==> config.mk <==
export PLATFORM = sky130hd
export DESIGN_NAME = ft601_rd_unpacker
export DESIGN_NICKNAME = d
export VERILOG_FILES = /design/src/rtl/ft601_rd_unpacker.sv
export SDC_FILE = /design/constraint.sdc
export NUM_CORES = 1
export LEC_CHECK = 0
export CORE_ASPECT_RATIO = 2
export CORE_UTILIZATION = 56
export DETAILED_ROUTE_END_ITERATION = 16
export DONT_BUFFER_PORTS = 1
export PLACE_DENSITY = 0.74
export SLEW_MARGIN = 40
export SYNTH_ARGS = -nofsm -noshare
export SYNTH_HDL_FRONTEND = slang
export SYNTH_SLANG_ARGS = --single-unit
==> constraint.sdc <==
create_clock -name clk -period 1.75 [get_ports clk]
set_input_delay 0.35 -clock clk [delete_from_list [all_inputs] [get_ports clk]]
set_output_delay 0.35 -clock clk [all_outputs]
set_load 0.005 [all_outputs]
==> src/rtl/ft601_rd_unpacker.sv <==
// ft601_rd_unpacker
// Unpacks 32-bit FT601 read-buffer words (with per-byte enables) into an
// 8-bit valid/ready byte stream. Enabled lanes go out lowest first. The last
// byte of a short word (not all enables set) can be flagged with m_last.
//
// Optional build macro FT601_RD_UNPACK_STATS_EN adds byte_count (wrapping)
// and drop_count (saturating) statistics ports.
//
// Parameters:
//   LAST_ON_SHORT : 1 = flag the final byte of a short word on m_last
//   DROP_ZERO_BE  : 1 = discard zero-enable words, 0 = emit lane 0 for them

module ft601_rd_unpacker #(
  parameter bit LAST_ON_SHORT = 1'b1,
  parameter bit DROP_ZERO_BE  = 1'b1
) (
  input  logic        clk,
  input  logic        resetn,
  input  logic [31:0] buf_data,
  input  logic [3:0]  buf_be,
  input  logic        buf_valid,
  output logic        buf_rd_en,
  output logic [7:0]  m_data,
  output logic        m_valid,
  input  logic        m_ready,
  output logic        m_last
`ifdef FT601_RD_UNPACK_STATS_EN
  ,
  output logic [31:0] byte_count,
  output logic [15:0] drop_count
`endif
);

  logic [31:0] hold_data;
  logic [3:0]  hold_mask;
  logic        short_flag;

  logic [3:0]  low_bit;
  logic        mask_one_hot;
  logic [1:0]  lane_sel;
  logic        accept;

  // Isolate the lowest pending lane; a one-hot mask means the byte on the
  // output is the final one of the held word.
  assign low_bit      = hold_mask & (~hold_mask + 4'd1);
  assign mask_one_hot = (hold_mask != 4'd0) &&
                        ((hold_mask & (hold_mask - 4'd1)) == 4'd0);

  // Lane index of the lowest pending enable.
  always_comb begin
    lane_sel = 2'd0;
    if (hold_mask[0])      lane_sel = 2'd0;
    else if (hold_mask[1]) lane_sel = 2'd1;
    else if (hold_mask[2]) lane_sel = 2'd2;
    else if (hold_mask[3]) lane_sel = 2'd3;
  end

  assign m_valid = (hold_mask != 4'd0);
  assign m_data  = hold_data[{lane_sel, 3'b000} +: 8];
  assign m_last  = LAST_ON_SHORT && short_flag && mask_one_hot;
  assign accept  = m_valid && m_ready;

  // Refill when empty, or in the same cycle the last held byte is taken,
  // so a steady stream of full words runs at one byte per clock.
  assign buf_rd_en = buf_valid &&
                     ((hold_mask == 4'd0) || (mask_one_hot && m_ready));

  // Holding register: load on pop, otherwise retire the accepted lane.
  always_ff @(posedge clk or negedge resetn) begin
    if (!resetn) begin
      hold_data  <= 32'd0;
      hold_mask  <= 4'd0;
      short_flag <= 1'b0;
    end else if (buf_rd_en) begin
      hold_data  <= buf_data;
      short_flag <= (buf_be != 4'hF);
      if (buf_be == 4'h0)
        hold_mask <= DROP_ZERO_BE ? 4'b0000 : 4'b0001;
      else
        hold_mask <= buf_be;
    end else if (accept) begin
      hold_mask <= hold_mask & ~low_bit;
    end
  end

`ifdef FT601_RD_UNPACK_STATS_EN
  // Statistics: bytes handed downstream and zero-enable words discarded.
  always_ff @(posedge clk or negedge resetn) begin
    if (!resetn) begin
      byte_count <= 32'd0;
      drop_count <= 16'd0;
    end else begin
      if (accept)
        byte_count <= byte_count + 32'd1;
      if (buf_rd_en && (buf_be == 4'h0) && DROP_ZERO_BE &&
          (drop_count != 16'hFFFF))
        drop_count <= drop_count + 16'd1;
    end
  end
`endif

endmodule

-- After elaboration in Yosys (flattened, before gate mapping)
Cells that the tools add are included.
- add/sub/neg operators: 2
- equality and inequality tests: 1
- shifts and indexed selects: 1
- multiplexer cells: 7
- bitwise gates (word level): 5
- reductions and logical operators: 11
- operators with widths (kind ; count):
    $shiftx A32 B6 Y8 ; 1
    $and A4 B4 Y4 ; 3
    $logic_not A4 Y1 ; 3
    $mux W4 ; 3
    $mux W2 ; 4
    $not A4 Y4 ; 2
    $logic_and A1 B1 Y1 ; 5
    $add A4 B1 Y4 const B ; 1
    $ne A4 B4 Y1 const B ; 1
    $reduce_bool A4 Y1 ; 1
    $sub A4 B1 Y4 const B ; 1
    $reduce_bool A2 Y1 ; 1
    $logic_or A1 B1 Y1 ; 1
- register bits after elaboration: 37
- word-level logic and storage cells: 30

-- Logic depth before layout (Yosys ltp)
Gate-level depths: netlist (run 1).
- depth after elaboration: 8
- depth in mapped cells: 6

-- Least setup slack after synthesis (run 1)
No wires, ideal clock.
- kind: register -> output
- start point: register hold_mask[3]
- end point: output m_data[0]
- data arrival time: 1.490 ns
- data required time: 1.400 ns
- setup slack: -0.090 ns
- cell stages (with the launch flop): 5
- path buffers: 1
- cells stage by stage: dfrtp_1 nor2b_1 o21bai_1 buf_2 mux4_2
- word-level cells in the longest chain between the ends: 5
- RTL lines (item ; line ; RTL):
    start: declaration ; 35 ; logic [3:0] hold_mask;
    start signal: assignment ; 78 ; hold_mask <= DROP_ZERO_BE ? 4'b0000 : 4'b0001;
    start signal: assignment ; 80 ; hold_mask <= buf_be;
    start signal: assignment ; 82 ; hold_mask <= hold_mask & ~low_bit;
    $mux W2 ; 55 ; else if (hold_mask[3]) lane_sel = 2'd3;
    $mux W2 ; 54 ; else if (hold_mask[2]) lane_sel = 2'd2;
    $mux W2 ; 53 ; else if (hold_mask[1]) lane_sel = 2'd1;
    $mux W2 ; 52 ; if (hold_mask[0]) lane_sel = 2'd0;
    $shiftx A32 B6 Y8 ; 59 ; assign m_data = hold_data[{lane_sel, 3'b000} +: 8];
    end: declaration ; 23 ; output logic [7:0] m_data,
Every way passes these cells.

-- Final worst setup path (run 1)
Ends and elaborated chain as after synthesis.

==> results.json, run 1 <==
{
  "status": "finished, violations left",
  "violations": "negative setup slack",
  "core_area_um2": 3190,
  "overflow": 0,
  "root_buffer": "clkbuf_8",
  "pwr-share-comb": 0.571,
  "finalSetupViolCount": 45,
  "netSwitchingPower_mw": 1.54,
  "p_per_area_nw_per_um2": 2170,
  "seq_area_frac_synth": 0.489,
  "numCtsBuffers": 5,
  "synth_cell_types": 28,
  "synth_warnings": 0,
  "clk_latency_ns": 0.28,
  "fin_area_um2": 2280,
  "dp_slack_ns": -0.173,
  "wl_per_cell_um": 20.9,
  "die_area_um2": 3630,
  "ioPinCount": 51,
  "gp_congestion": 0.727,
  "period_minus_slack_ns": 2.09,
  "grt_usage": 0.228,
  "synthMuxAreaShare": 0.345,
  "dr.pass1.iters": 4,
  "p_seq_frac": 0.316,
  "power.internal_mw": 3.39,
  "synthAdderAreaFrac": 0,
  "diodes": 0,
  "synth-edff-count": 0,
  "clockBufferDepth": 2,
  "skew_ns": 0.00456,
  "wl_um": 3620,
  "io_buffers": 0,
  "synth_compound_area_frac": 0.0642,
  "yosysTopAreaCell": "dfrtp_1",
  "synth_seq_cells": 37,
  "synth_top_family_by_area": "multiplexers",
  "antenna_found_initial": 0,
  "setup_tns_ns": -8.27,
  "synthTopCellsByArea": "dfrtp_1, mux2_4, mux4_2",
  "min_path_type": "in2reg",
  "clkPwrFrac": 0.112,
  "rsz0062_at_grt": "true",
  "power_leakage_nw": 1.03,
  "syn_area_per_cell_um2": 16.6,
  "worstPathArrival_ns": 1.74,
  "areaGrowthSynthToFinish_pct": 20.4,
  "synth-async-reset-ratio": 1.00,
  "path_clk_slew_ns": 0.06,
  "synthTopCellsByCount": "dfrtp_1, mux2_4, mux4_2",
  "die_height_um": 84.2,
  "grt_pass1_vias": 1264,
  "netSwitchingFraction": 0.313,
  "drv_cap": 0,
  "first_iter_violations": 23,
  "dpl_cell_area_um2": 1980,
  "cts_sinks": 37,
  "fin_ws_ns": -0.339,
  "rows": 29,
  "nets": 181,
  "h-tree-depth": 2,
  "slew_viol_final": 0,
  "drive_above_1_share": 0.592,
  "finalHoldViolCount": 0,
  "cts_tree": "yes",
  "drc": 0,
  "fmax_mhz": 479,
  "vdd_drop_max_uv": 1190,
  "crit_path_end_kind": "output pin",
  "syn_nets": 154,
  "initial_core_util": 0.592,
  "synth_most_common_cell": "dfrtp_1",
  "die_x_um": 43.1,
  "vias_per_cell": 6.05,
  "cp-start-kind": "flop",
  "dpl.hpwl_um": 2330,
  "worst_hold_slack_ns": 0.187,
  "worstPathRequired_ns": 1.40,
  "vias": 1047,
  "synth_top_area_frac": 0.489,
  "finalCritPeriodShare": 1.19,
  "yosys.area_share.xor_xnor": 0.00463,
  "final_core_util": 0.714,
  "yosys.area_share.simple": 0.0377,
  "synthCells": 114,
  "grt_pass1_wl_um": 6090,
  "crit_fanout": 5,
  "syn_area_um2": 1890,
  "relSlewSlack": 0.673,
  "path_class": "reg2out",
  "detail-route-antenna-nets": 0,
  "synthFlopType": "dfrtp_1",
  "worst_slew_pin_slew_ns": 0.490,
  "grt_max_degree": 38
}
## registers in the layout, summed over array words and instances (netlist names)
register	count
hold_mask	4
hold_data	32
short_flag	1
## layout by cell type (no fill, tap or decap), drive strengths merged, types with 2 or more instances in the layout
cell    instances
dfrtp          37
mux2           33
o21ai           7
mux4            8
nand2           2
inv             5
clkinv          2
nor2            2
a22o            2
buf            25
clkbuf          6
## power groups by stage
stage          sequential [mW]  combinational, mW  clock [mW]
2_1_floorplan             1.48               1.95           0
3_3_place_gp              1.53               2.25           0
3_5_place_dp              1.56               2.31           0
4_1_cts                   1.56               2.76       0.574
5_1_grt                   1.62               3.02       0.610
6_report                  1.56               2.82       0.555
## metrics by stage
stage	total power, mW	cells
finish	4.93	173
global route	5.24	173
CTS	4.89	173
detailed placement	3.87	152
global placement	3.79	152
floorplan	3.43	114
## layer usage
layer  part of all wire  up-vias  global-route usage
met1               0.37      527               0.257
li1                   -      470                   -
met5                  0        -                   0
met2               0.56       43               0.387
met3              0.060        7              0.0538
met4              0.017        0               0.113
## worst paths after layout
check / startpoint / to / slack, ns / cells after the start
min: buf_be[3] / hold_mask[3]$_DFFE_PN0P_ / 0.19 / 2
min in group asynchronous: resetn / hold_data[7]$_DFFE_PN0P_ / 0.53 / 2
max in group asynchronous: resetn / hold_mask[3]$_DFFE_PN0P_ / 1.02 / 2
max reg2reg: hold_mask[2]$_DFFE_PN0P_ / hold_data[10]$_DFFE_PN0P_ / -0.25 / 10
max: hold_mask[3]$_DFFE_PN0P_ / m_data[0] / -0.34 / 4
min reg2reg: hold_data[12]$_DFFE_PN0P_ / hold_data[12]$_DFFE_PN0P_ / 0.51 / 1
## worst max-delay path, stage by stage, from the launching register on
cell and delay, ns:
dfrtp_2 0.41, nor2b_1 0.13, o21bai_1 0.18, buf_4 0.22, mux4_2 0.53
## area by class of cell
cell class / count / area, um2
sequential: 37 / 928
fill: 209 / 915
multi-input combinational: 66 / 893
timing repair buffer: 26 / 314
clock buffer: 6 / 72.6
tap: 31 / 38.8
inverter: 5 / 21.3
clock inverter: 2 / 10.0
## cells by family after synthesis
family,after synthesis
multiplexers,41
buffers and inverters,11
XOR/XNOR,1
flip-flops,37
AND/OR/NAND/NOR,11
AO/OA/AOI/OAI,13
## repair_timing
action / in CTS / in global routing
pin swaps: 6 / 2
endpoints found under the setup margin: 33 / 48
cloned: 2 / 0
gates resized for setup: 15 / 12
hold buffers: 2 / 0
hold endpoints to repair: 37 / 0
setup buffers: 9 / 3
Note: power is estimated with default switching activity, not from simulation.
==> run 2: changes to the inputs <==
==> constraint.sdc (replaced) <==
create_clock -name clk -period 1.75 [get_ports clk]
set_input_delay 0.0875 -clock clk [delete_from_list [all_inputs] [get_ports clk]]
set_output_delay 0.0875 -clock clk [all_outputs]
set_load 0.005 [all_outputs]
==> run 2 against run 1 <==
Against the previous run: the flow still finishes with violations (negative setup slack); register-to-register slack gained 0.22 ns; hold slack lost 0.15 ns; sequential share of layout area shrank 4.9 points; critical path type unchanged; largest power group unchanged; highest routed layer unchanged.
==> results.json, run 2 (synthesis gave the netlist of run 1 again) <==
{
  "path_clk_slew_ns": 0.07,
  "period_minus_slack_ns": 1.83,
  "ioPinCount": 51,
  "areaGrowthSynthToFinish_pct": 37.0,
  "top_regs": "hold_data (32), hold_mask (4), short_flag (1)",
  "stdcell_count": 202,
  "die_area_um2": 3630,
  "root_buffer": "clkbuf_8",
  "layout_commonest_cell": "dlygate4sd3_1",
  "clockBufferDepth": 2,
  "worstPathRequired_ns": 1.66,
  "grt_pass1_wl_um": 6670,
  "overflow": 0,
  "p_per_area_nw_per_um2": 1910,
  "regMostFlops": "hold_data",
  "diodes": 0,
  "finalCritPeriodShare": 1.05,
  "largest_reg_flops": 32,
  "fin_ws_ns": -0.0806,
  "grt_usage": 0.250,
  "rsz0062_at_grt": "true",
  "die_x_um": 43.1,
  "status": "finished, violations left",
  "cts_tree": "yes",
  "drc": 0,
  "skew_ns": 0.00593,
  "worst_slew_pin_slew_ns": 0.484,
  "io_buffers": 0,
  "nets": 211,
  "dp_slack_ns": 0.0278,
  "dpl.hpwl_um": 2340,
  "vias": 1233,
  "rows": 29,
  "first_iter_violations": 18,
  "crit_fanout": 8,
  "grt_max_degree": 38,
  "numCtsBuffers": 5,
  "antenna_found_initial": 0,
  "path_class": "reg2out",
  "power.total_mw": 4.96,
  "violations": "negative setup slack",
  "slew_viol_final": 0,
  "dp.cells": 145,
  "dpl_cell_area_um2": 1910,
  "gp_congestion": 0.769,
  "min_path_type": "in2reg",
  "cp-start-kind": "flop",
  "dr.pass1.iters": 4,
  "worstPathArrival_ns": 1.74,
  "die_height_um": 84.2,
  "initial_core_util": 0.592,
  "fin_area_um2": 2590,
  "final_core_util": 0.812,
  "relSlewSlack": 0.677,
  "drive_above_1_share": 0.450,
  "grt_pass1_vias": 1386,
  "vdd_drop_max_uv": 1530,
  "cts_sinks": 37,
  "crit_path_end_kind": "output pin",
  "final_cell_mix": "dlygate4sd3_1, dfrtp_1, mux2_4, mux4_2, buf_4",
  "finalHoldViolCount": 0,
  "core_area_um2": 3190,
  "wl_um": 4510,
  "fmax_mhz": 546,
  "power_leakage_nw": 1.14,
  "drv_cap": 0,
  "h-tree-depth": 2,
  "clk_latency_ns": 0.29,
  "detail-route-antenna-nets": 0,
  "wl_per_cell_um": 22.3,
  "finalSetupViolCount": 21,
  "vias_per_cell": 6.10
}
## run 2: power by group
group          leakage [nW]  switching [mW]  internal (mW)
Clock                0.0443           0.292          0.313
Combinational         0.667            1.01           1.73
Sequential            0.431           0.318           1.30
Total                  1.14            1.62           3.34
## run 2: what timing repair did
item	4_1_cts	5_1_grt
gates cloned	0	5
gates resized for setup	7	6
hold buffers	39	0
hold endpoints to repair	73	0
setup buffers	3	3
endpoints found under the setup margin	8	42
pin swaps	1	2
## run 2: critical path, cell delays in order (launching register included)
cell and delay [ns]:
dfrtp_2 0.43, nor2b_4 0.14, o21bai_1 0.15, buf_6 0.20, mux4_2 0.54
## run 2: cell type report
| type | instances | area, um2 |
|---|---|---|
| flip-flops and latches | 37 | 930 |
| multi-input cells | 66 | 880 |
| well taps | 31 | 38.8 |
| fillers | 169 | 601 |
| clock buffers | 7 | 86.3 |
| inverters | 5 | 23.8 |
| repair buffers | 56 | 634 |
## run 2: metrics by stage
| stage | hold slack, ns | TNS, ns |
|---|---|---|
| detailed placement | -0.207 | 0 |
| global placement | -0.207 | 0 |
| CTS | 0.000270 | -0.621 |
| floorplan | -0.208 | 0 |
| global route | 0.0474 | -1.92 |
| finish | 0.0335 | -0.738 |
## run 2: path summary, 6_finish.rpt
kind,startpoint,to,slack [ns],cells after the start
min reg2reg,hold_data[1]$_DFFE_PN0P_,hold_data[1]$_DFFE_PN0P_,0.51,1
max in group asynchronous,resetn,hold_mask[3]$_DFFE_PN0P_,1.26,2
max reg2reg,hold_mask[3]$_DFFE_PN0P_,hold_data[6]$_DFFE_PN0P_,-0.03,7
min,m_ready,hold_mask[0]$_DFFE_PN0P_,0.03,2
min in group asynchronous,resetn,hold_data[10]$_DFFE_PN0P_,0.29,2
max,hold_mask[3]$_DFFE_PN0P_,m_data[5],-0.08,4
## run 2: layer usage
layer / wire, um / vias up / GRT usage
met1: 1620 / 643 / 0.274
met4: 72 / 0 / 0.0826
li1: - / 534 / -
met2: 2580 / 47 / 0.445
met5: 0 / - / 0
met3: 243 / 9 / 0.0731
